<file path="config.mk">
export PLATFORM = sky130hd
export DESIGN_NAME = hazard_ctrl_unit_flat
export DESIGN_NICKNAME = d
export VERILOG_FILES = /design/src/rtl/hazard_ctrl_unit_if.sv /design/src/rtl/hazard_ctrl_unit.sv /design/src/flat_wrapper.sv
export SDC_FILE = /design/constraint.sdc
export NUM_CORES = 1
export LEC_CHECK = 0
export ABC_CLOCK_PERIOD_IN_PS = 3700
export BUFFER_PORTS_ARGS = -buffer_cell sky130_fd_sc_hd__clkbuf_2
export CAP_MARGIN = 20
export CORE_MARGIN = 2
export CORE_UTILIZATION = 39
export DETAILED_ROUTE_END_ITERATION = 10
export PLACE_DENSITY = 0.95
export SLEW_MARGIN = 20
export SYNTH_ARGS = -nofsm -noshare
export SYNTH_HDL_FRONTEND = slang
export SYNTH_SLANG_ARGS = --single-unit
</file>
<file path="constraint.sdc">
create_clock -name clk_i -period 3.7 [get_ports clk_i]
set_input_delay 0.74 -clock clk_i [delete_from_list [all_inputs] [get_ports clk_i]]
set_output_delay 0.74 -clock clk_i [all_outputs]
set_load 0.005 [all_outputs]
</file>
<file path="src/rtl/hazard_ctrl_unit_if.sv">
`default_nettype none
// +------------------------------------------------------------------+
// | hazard_ctrl_unit_if: operand, forwarding and stall/flush bundle  |
// | Rev 1.0                                                          |
// +------------------------------------------------------------------+
interface hazard_ctrl_unit_if #(
  parameter int REGW = 5,
  parameter int NFWD = 2
);
  localparam int SELW = $clog2(NFWD + 1);

  logic [REGW-1:0]      ifid_rs;
  logic [REGW-1:0]      ifid_rt;
  logic                 ifid_uses_rs;
  logic                 ifid_uses_rt;
  logic [REGW-1:0]      idex_rs;
  logic [REGW-1:0]      idex_rt;
  logic [REGW-1:0]      idex_rd;
  logic                 idex_memread;
  logic                 idex_memwrite;
  logic                 idex_mc_start;
  logic [NFWD-1:0]      fwd_wen;
  logic [NFWD*REGW-1:0] fwd_dst;
  logic                 branch_taken;

  logic [SELW-1:0]      forwarda_sel;
  logic [SELW-1:0]      forwardb_sel;
  logic [SELW-1:0]      store_fwd_sel;
  logic                 stall_id;
  logic                 stall_ex;
  logic                 flush_ifid;
  logic                 flush_idex;
  logic                 mc_busy;
  logic                 mc_done;

  modport master (
    output ifid_rs, ifid_rt, ifid_uses_rs, ifid_uses_rt,
    output idex_rs, idex_rt, idex_rd, idex_memread, idex_memwrite, idex_mc_start,
    output fwd_wen, fwd_dst, branch_taken,
    input  forwarda_sel, forwardb_sel, store_fwd_sel,
    input  stall_id, stall_ex, flush_ifid, flush_idex, mc_busy, mc_done
  );

  modport slave (
    input  ifid_rs, ifid_rt, ifid_uses_rs, ifid_uses_rt,
    input  idex_rs, idex_rt, idex_rd, idex_memread, idex_memwrite, idex_mc_start,
    input  fwd_wen, fwd_dst, branch_taken,
    output forwarda_sel, forwardb_sel, store_fwd_sel,
    output stall_id, stall_ex, flush_ifid, flush_idex, mc_busy, mc_done
  );
endinterface
`default_nettype wire

</file>
<file path="src/rtl/hazard_ctrl_unit.sv">
`default_nettype none
// +------------------------------------------------------------------+
// | hazard_ctrl_unit: forwarding select, load-use, MUL/DIV freeze    |
// | and branch flush control for the pipelined core. Rev 1.0         |
// +------------------------------------------------------------------+
module hazard_ctrl_unit #(
  parameter int REGW     = 5,
  parameter int NFWD     = 2,
  parameter int LOAD_LAT = 1,
  parameter int MC_LAT   = 4
) (
  input  logic               clk_i,
  input  logic               rst_i,
  hazard_ctrl_unit_if.slave  hz
);
  localparam int SELW = $clog2(NFWD + 1);
  localparam int LCW  = LOAD_LAT;
  localparam int MCW  = $clog2(MC_LAT);

  typedef enum logic [0:0] {
    MC_IDLE = 1'b0,
    MC_BUSY = 1'b1
  } mc_state_e;

  mc_state_e       state_q, state_d;
  logic [LCW-1:0]  lu_cnt_q, lu_cnt_d;
  logic [MCW-1:0]  mc_cnt_q, mc_cnt_d;

  logic [SELW-1:0] w_sel_a;
  logic [SELW-1:0] w_sel_rt;
  logic            w_lu_hit;
  logic            w_stall_ex;
  logic            w_mc_done;
  logic            w_stall_id;
  logic            w_flush;

  // Descending scan so the youngest matching stage overwrites older ones.
  function automatic logic [SELW-1:0] match_f(
    input logic [REGW-1:0]      r,
    input logic [NFWD-1:0]      wen,
    input logic [NFWD*REGW-1:0] dst
  );
    logic [SELW-1:0] sel;
    sel = '0;
    for (int k = NFWD - 1; k >= 0; k--) begin
      if (wen[k] && (dst[k*REGW +: REGW] == r) && (r != '0)) begin
        sel = SELW'(k + 1);
      end
    end
    return sel;
  endfunction

  assign w_sel_a  = match_f(hz.idex_rs, hz.fwd_wen, hz.fwd_dst);
  assign w_sel_rt = match_f(hz.idex_rt, hz.fwd_wen, hz.fwd_dst);

  assign w_lu_hit = hz.idex_memread && (hz.idex_rd != '0) &&
                    ((hz.ifid_uses_rs && (hz.idex_rd == hz.ifid_rs)) ||
                     (hz.ifid_uses_rt && (hz.idex_rd == hz.ifid_rt)));

  always_ff @(posedge clk_i) begin
    if (rst_i) begin
      state_q  <= MC_IDLE;
      mc_cnt_q <= '0;
      lu_cnt_q <= '0;
    end else begin
      state_q  <= state_d;
      mc_cnt_q <= mc_cnt_d;
      lu_cnt_q <= lu_cnt_d;
    end
  end

  always_comb begin
    state_d    = state_q;
    mc_cnt_d   = mc_cnt_q;
    w_stall_ex = 1'b0;
    w_mc_done  = 1'b0;
    unique case (state_q)
      MC_IDLE: begin
        if (hz.idex_mc_start) begin
          w_stall_ex = 1'b1;
          state_d    = MC_BUSY;
          mc_cnt_d   = MCW'(MC_LAT - 2);
        end
      end
      MC_BUSY: begin
        if (mc_cnt_q != '0) begin
          w_stall_ex = 1'b1;
          mc_cnt_d   = mc_cnt_q - MCW'(1);
        end else begin
          w_mc_done  = 1'b1;
          state_d    = MC_IDLE;
        end
      end
      default: state_d = MC_IDLE;
    endcase
  end

  // stall_ex freezes the load-use counter; a branch clears it.
  always_comb begin
    lu_cnt_d   = lu_cnt_q;
    w_stall_id = 1'b0;
    w_flush    = 1'b0;
    if (w_stall_ex) begin
      lu_cnt_d = lu_cnt_q;
    end else if (hz.branch_taken) begin
      w_flush  = 1'b1;
      lu_cnt_d = '0;
    end else begin
      w_stall_id = w_lu_hit || (lu_cnt_q != '0);
      if (w_lu_hit && (lu_cnt_q == '0)) begin
        lu_cnt_d = LCW'(LOAD_LAT - 1);
      end else if (lu_cnt_q != '0) begin
        lu_cnt_d = lu_cnt_q - LCW'(1);
      end
    end
  end

  assign hz.forwarda_sel  = rst_i ? '0 : w_sel_a;
  assign hz.forwardb_sel  = (rst_i || hz.idex_memwrite)  ? '0 : w_sel_rt;
  assign hz.store_fwd_sel = (rst_i || !hz.idex_memwrite) ? '0 : w_sel_rt;
  assign hz.stall_id      = !rst_i && w_stall_id;
  assign hz.stall_ex      = !rst_i && w_stall_ex;
  assign hz.flush_ifid    = !rst_i && w_flush;
  assign hz.flush_idex    = !rst_i && w_flush;
  assign hz.mc_busy       = !rst_i && (state_q == MC_BUSY);
  assign hz.mc_done       = !rst_i && w_mc_done;
endmodule
`default_nettype wire
</file>
<file path="src/flat_wrapper.sv">
// flat-port wrapper written by rule: the top's interface ports become plain ports
module hazard_ctrl_unit_flat 
#(
  parameter int REGW     = 5,
  parameter int NFWD     = 2,
  parameter int LOAD_LAT = 1,
  parameter int MC_LAT   = 4
)
  (clk_i, rst_i, hz_ifid_rs, hz_ifid_rt, hz_ifid_uses_rs, hz_ifid_uses_rt, hz_idex_rs, hz_idex_rt, hz_idex_rd, hz_idex_memread, hz_idex_memwrite, hz_idex_mc_start, hz_fwd_wen, hz_fwd_dst, hz_branch_taken, hz_forwarda_sel, hz_forwardb_sel, hz_store_fwd_sel, hz_stall_id, hz_stall_ex, hz_flush_ifid, hz_flush_idex, hz_mc_busy, hz_mc_done);
  hazard_ctrl_unit_if #(.REGW(REGW), .NFWD(NFWD)) hz_i ();
  input  logic clk_i;
  input  logic rst_i;
  input wire logic [$bits(hz_i.ifid_rs)-1:0] hz_ifid_rs;
  input wire logic [$bits(hz_i.ifid_rt)-1:0] hz_ifid_rt;
  input wire logic [$bits(hz_i.ifid_uses_rs)-1:0] hz_ifid_uses_rs;
  input wire logic [$bits(hz_i.ifid_uses_rt)-1:0] hz_ifid_uses_rt;
  input wire logic [$bits(hz_i.idex_rs)-1:0] hz_idex_rs;
  input wire logic [$bits(hz_i.idex_rt)-1:0] hz_idex_rt;
  input wire logic [$bits(hz_i.idex_rd)-1:0] hz_idex_rd;
  input wire logic [$bits(hz_i.idex_memread)-1:0] hz_idex_memread;
  input wire logic [$bits(hz_i.idex_memwrite)-1:0] hz_idex_memwrite;
  input wire logic [$bits(hz_i.idex_mc_start)-1:0] hz_idex_mc_start;
  input wire logic [$bits(hz_i.fwd_wen)-1:0] hz_fwd_wen;
  input wire logic [$bits(hz_i.fwd_dst)-1:0] hz_fwd_dst;
  input wire logic [$bits(hz_i.branch_taken)-1:0] hz_branch_taken;
  output wire logic [$bits(hz_i.forwarda_sel)-1:0] hz_forwarda_sel;
  output wire logic [$bits(hz_i.forwardb_sel)-1:0] hz_forwardb_sel;
  output wire logic [$bits(hz_i.store_fwd_sel)-1:0] hz_store_fwd_sel;
  output wire logic [$bits(hz_i.stall_id)-1:0] hz_stall_id;
  output wire logic [$bits(hz_i.stall_ex)-1:0] hz_stall_ex;
  output wire logic [$bits(hz_i.flush_ifid)-1:0] hz_flush_ifid;
  output wire logic [$bits(hz_i.flush_idex)-1:0] hz_flush_idex;
  output wire logic [$bits(hz_i.mc_busy)-1:0] hz_mc_busy;
  output wire logic [$bits(hz_i.mc_done)-1:0] hz_mc_done;
  assign hz_i.ifid_rs = hz_ifid_rs;
  assign hz_i.ifid_rt = hz_ifid_rt;
  assign hz_i.ifid_uses_rs = hz_ifid_uses_rs;
  assign hz_i.ifid_uses_rt = hz_ifid_uses_rt;
  assign hz_i.idex_rs = hz_idex_rs;
  assign hz_i.idex_rt = hz_idex_rt;
  assign hz_i.idex_rd = hz_idex_rd;
  assign hz_i.idex_memread = hz_idex_memread;
  assign hz_i.idex_memwrite = hz_idex_memwrite;
  assign hz_i.idex_mc_start = hz_idex_mc_start;
  assign hz_i.fwd_wen = hz_fwd_wen;
  assign hz_i.fwd_dst = hz_fwd_dst;
  assign hz_i.branch_taken = hz_branch_taken;
  assign hz_forwarda_sel = hz_i.forwarda_sel;
  assign hz_forwardb_sel = hz_i.forwardb_sel;
  assign hz_store_fwd_sel = hz_i.store_fwd_sel;
  assign hz_stall_id = hz_i.stall_id;
  assign hz_stall_ex = hz_i.stall_ex;
  assign hz_flush_ifid = hz_i.flush_ifid;
  assign hz_flush_idex = hz_i.flush_idex;
  assign hz_mc_busy = hz_i.mc_busy;
  assign hz_mc_done = hz_i.mc_done;
  hazard_ctrl_unit #(.REGW(REGW), .NFWD(NFWD), .LOAD_LAT(LOAD_LAT), .MC_LAT(MC_LAT)) u_core (.clk_i(clk_i), .rst_i(rst_i), .hz(hz_i));
endmodule
</file>
==> metrics.csv <==
metric;value;unit
skew final;0.551;ps
Post-DP HPWL;1.59;mm
DR vias/cell;5.12;
DP Cell Count;149;
# Post-CTS Setup Buffers;0;
DR vias;784;
worst r2r src;u_core.mc_cnt_q[0]$_SDFFE_PP0P_;
FF+latch count, synth;3;
area share of the largest cell type after synthesis;0.254;
Critical Path Sink Type;output port;
synthesized cell area;622;µm²
IO Count;57;
Final nets;184;
synth-to-layout area growth;50.7;%
hold endpoint;u_core.mc_cnt_q[1]$_SDFFE_PP0P_;
Final min period;2760;ps
worst min-delay path startpoint;u_core.mc_cnt_q[1]$_SDFFE_PP0P_;
1st-iter DRT viols;4;
cell taking the most area after synthesis;xnor2_1;
Slew HR;0.714;
cell mode on critical path;clkbuf_2;
pre-CTS setup slack;952;ps
WP data required;2960;ps
antenna-violating nets left;0;
leakage;0.437;nW
Crit path max-delay family;simple AND/OR/NAND/NOR gates;
fin cells;153;
Gate power share;0.486;
synth warn;0;
Syn Inst Count;79;
design area;937;µm²
Sw Pwr;0.0588;mW
global placement routability congestion;0.810;
RSZ-0062 raised after global routing;no;
GR Overflow Total;0;
Yosys cell types;28;
Clock Path Buffers;2;
R2R setup slack;2400;ps
share of layout cells above drive strength 1;0.474;
first-pass GRT wire length;2.68;mm
CTS tree;yes;
Peak VDD IR;92.3;µV
PD cells;191;nW/µm²
Synth Net Count;125;
Area after DPL;911;µm²
initial antenna violation count;0;
Worst Setup Start Kind;input port;
clk sinks;3;
DRC;0;
hold_ws;489;ps
Clock Power Share;0.314;
max-capacitance violation count;0;
Rows;14;
CP max-delay cell;or4_1;
routed wire length;1.75;mm
DIE WIDTH;43.9;µm
largest net degree at the start of global routing;14;
status;completed;
post-layout util;0.622;
R2R cell count;5;
top area cells in the synthesized netlist;xnor2_1, xor2_1, dfxtp_1, nand4_1, nor4_1;
total power;0.179;mW
crit path cell chain;clkbuf_2, or4_1, nor2_2, nor3_1, nor4b_2, clkbuf_2;
root buf cell;clkbuf_4;
Clk pin slew, worst setup/hold paths;40;ps
WL/cell;11.4;µm
Final Hold Fails;0;
sequential area share after synthesis;0.0966;
Crit Path Max Fanout;3;
Bufs and invs on worst path;2;
critical setup path kind;in2out;
power share of the sequential group;0.200;
Num CTS Buffers;3;
Port Buf Inserts;56;
Sw Ratio;0.328;
highest clock rate;0.362;GHz
Int Power;0.121;mW
mean post-synth cell area;7.87;µm²
Hold Path Cell Cnt;2;
Core Area;1510;µm²
cts repair resizes;0;
area of the die;1930;µm²
# H-tree levels;1;
CTS Hold Buffers Added;0;
Die Y;43.9;µm
endpoints failing setup;0;
Final Max Tran Viols;0;
Initial Util;0.413;
reg-to-reg endpoint;u_core.mc_cnt_q[1]$_SDFFE_PP0P_;
total iterations of the first detailed-routing run;2;
clk_lat worst skew;230;ps
vias in the first global route;744;
CP peak stage delay;530;ps
Worst Tran Pin Value;428;ps
final setup margin;937;ps
Tot GR Track Use;0.182;
Arr. time, crit path;2020;ps
HP Class;reg2reg;
Final Cycle Share;0.747;
diodes inserted;0;
Fin Setup TNS;0;ps
Yosys cell counts:
cell type and number:
nor2b_1 3, nor4_1 4, nand3b_1 1, nand4b_1 1, nor2_2 2, nand4_1 4
nor4b_2 1, xor2_1 12, ha_1 1, or4_1 1, nand3_1 2, nor4_2 1
xnor2_1 18, nor2_1 5, or4_4 2, nor3b_1 1, nor3_1 3, a21oi_1 2
buf_4 1, nand2_1 2, and3b_1 1, mux2i_1 1, clkbuf_1 1, dfxtp_1 3
a221oi_1 1, or3_1 1, inv_1 3, and2_1 1
routing by layer:
metal,track usage,vias to the layer above,wire [µm]
li1,-,394,-
met1,0.140,340,546
met3,0.0375,0,235
met4,0.0364,0,0
met2,0.424,50,968
met5,0,-,0
cell families (layout without fill, tap and decap cells):
group / count (synthesis) / after routing / synth area share
fa+ha+maj: 1 / 1 / 0.0201
simple gates: 36 / 36 / 0.378
flops: 3 / 3 / 0.0966
mux: 1 / 1 / 0.0161
buf+inv: 5 / 63 / 0.0362
compound gates: 3 / 3 / 0.0302
xor+xnor: 30 / 30 / 0.423
power groups by stage:
stage | Sequential [mW] | Combinational, mW | Clock, mW
2_1_floorplan | 0.0362 | 0.0437 | 0
3_3_place_gp | 0.0363 | 0.0840 | 0
3_5_place_dp | 0.0363 | 0.0877 | 0
4_1_cts | 0.0358 | 0.0881 | 0.0596
5_1_grt | 0.0360 | 0.0962 | 0.0600
6_report | 0.0359 | 0.0872 | 0.0563
cells in the final DEF (no fill, tap or decap):
cell type	count
or4_4	2
nor4_1	4
or3_1	1
mux2i_1	1
a221oi_1	1
nand4_1	4
and2_1	1
dfxtp_1	3
or4_1	1
nor2_2	2
clkbuf_4	3
xor2_1	12
xnor2_1	18
nand3b_1	1
nor4_2	1
clkbuf_1	1
ha_1	1
nor2_1	5
and3b_1	1
a21oi_1	2
nor4b_2	1
nand3_1	2
clkbuf_2	56
nand2_1	2
inv_1	3
nor3b_1	1
nor3_1	3
nor2b_1	3
nand4b_1	1
final cells by class:
| cell class | count | area [µm²] |
|---|---|---|
| inverters | 3 | 11.3 |
| repair buffers | 56 | 280 |
| multi-input cells | 71 | 539 |
| flip-flops and latches | 3 | 60.1 |
| well taps | 16 | 20.0 |
| fillers | 137 | 569 |
| clock buffers | 4 | 26.3 |
worst min-delay path, cell delays in order (launching register included):
cell and delay (ps):
dfxtp_1 290, inv_1 60, a221oi_1 80
state kept, by name, summed over array words and instances (netlist names):
signal           cells
u_core.state_q       1
u_core.mc_cnt_q      2
worst max-delay path by stage:
| stage | start | slack (ps) | end | cells after the start |
|---|---|---|---|---|
| 2_1_floorplan | hz_idex_rt[1] | 1230 | hz_store_fwd_sel[1] | 4 |
| 3_5_place_dp | hz_idex_rt[1] | 950 | hz_store_fwd_sel[1] | 6 |
| 5_1_grt | hz_idex_rt[1] | 830 | hz_store_fwd_sel[1] | 6 |
| 6_report | hz_idex_rt[1] | 940 | hz_store_fwd_sel[1] | 6 |
| 4_1_cts | hz_idex_rt[1] | 950 | hz_store_fwd_sel[1] | 6 |
| 3_3_place_gp | hz_idex_rt[1] | 980 | hz_store_fwd_sel[1] | 6 |
No activity file was read; power rests on OpenSTA's default activity.
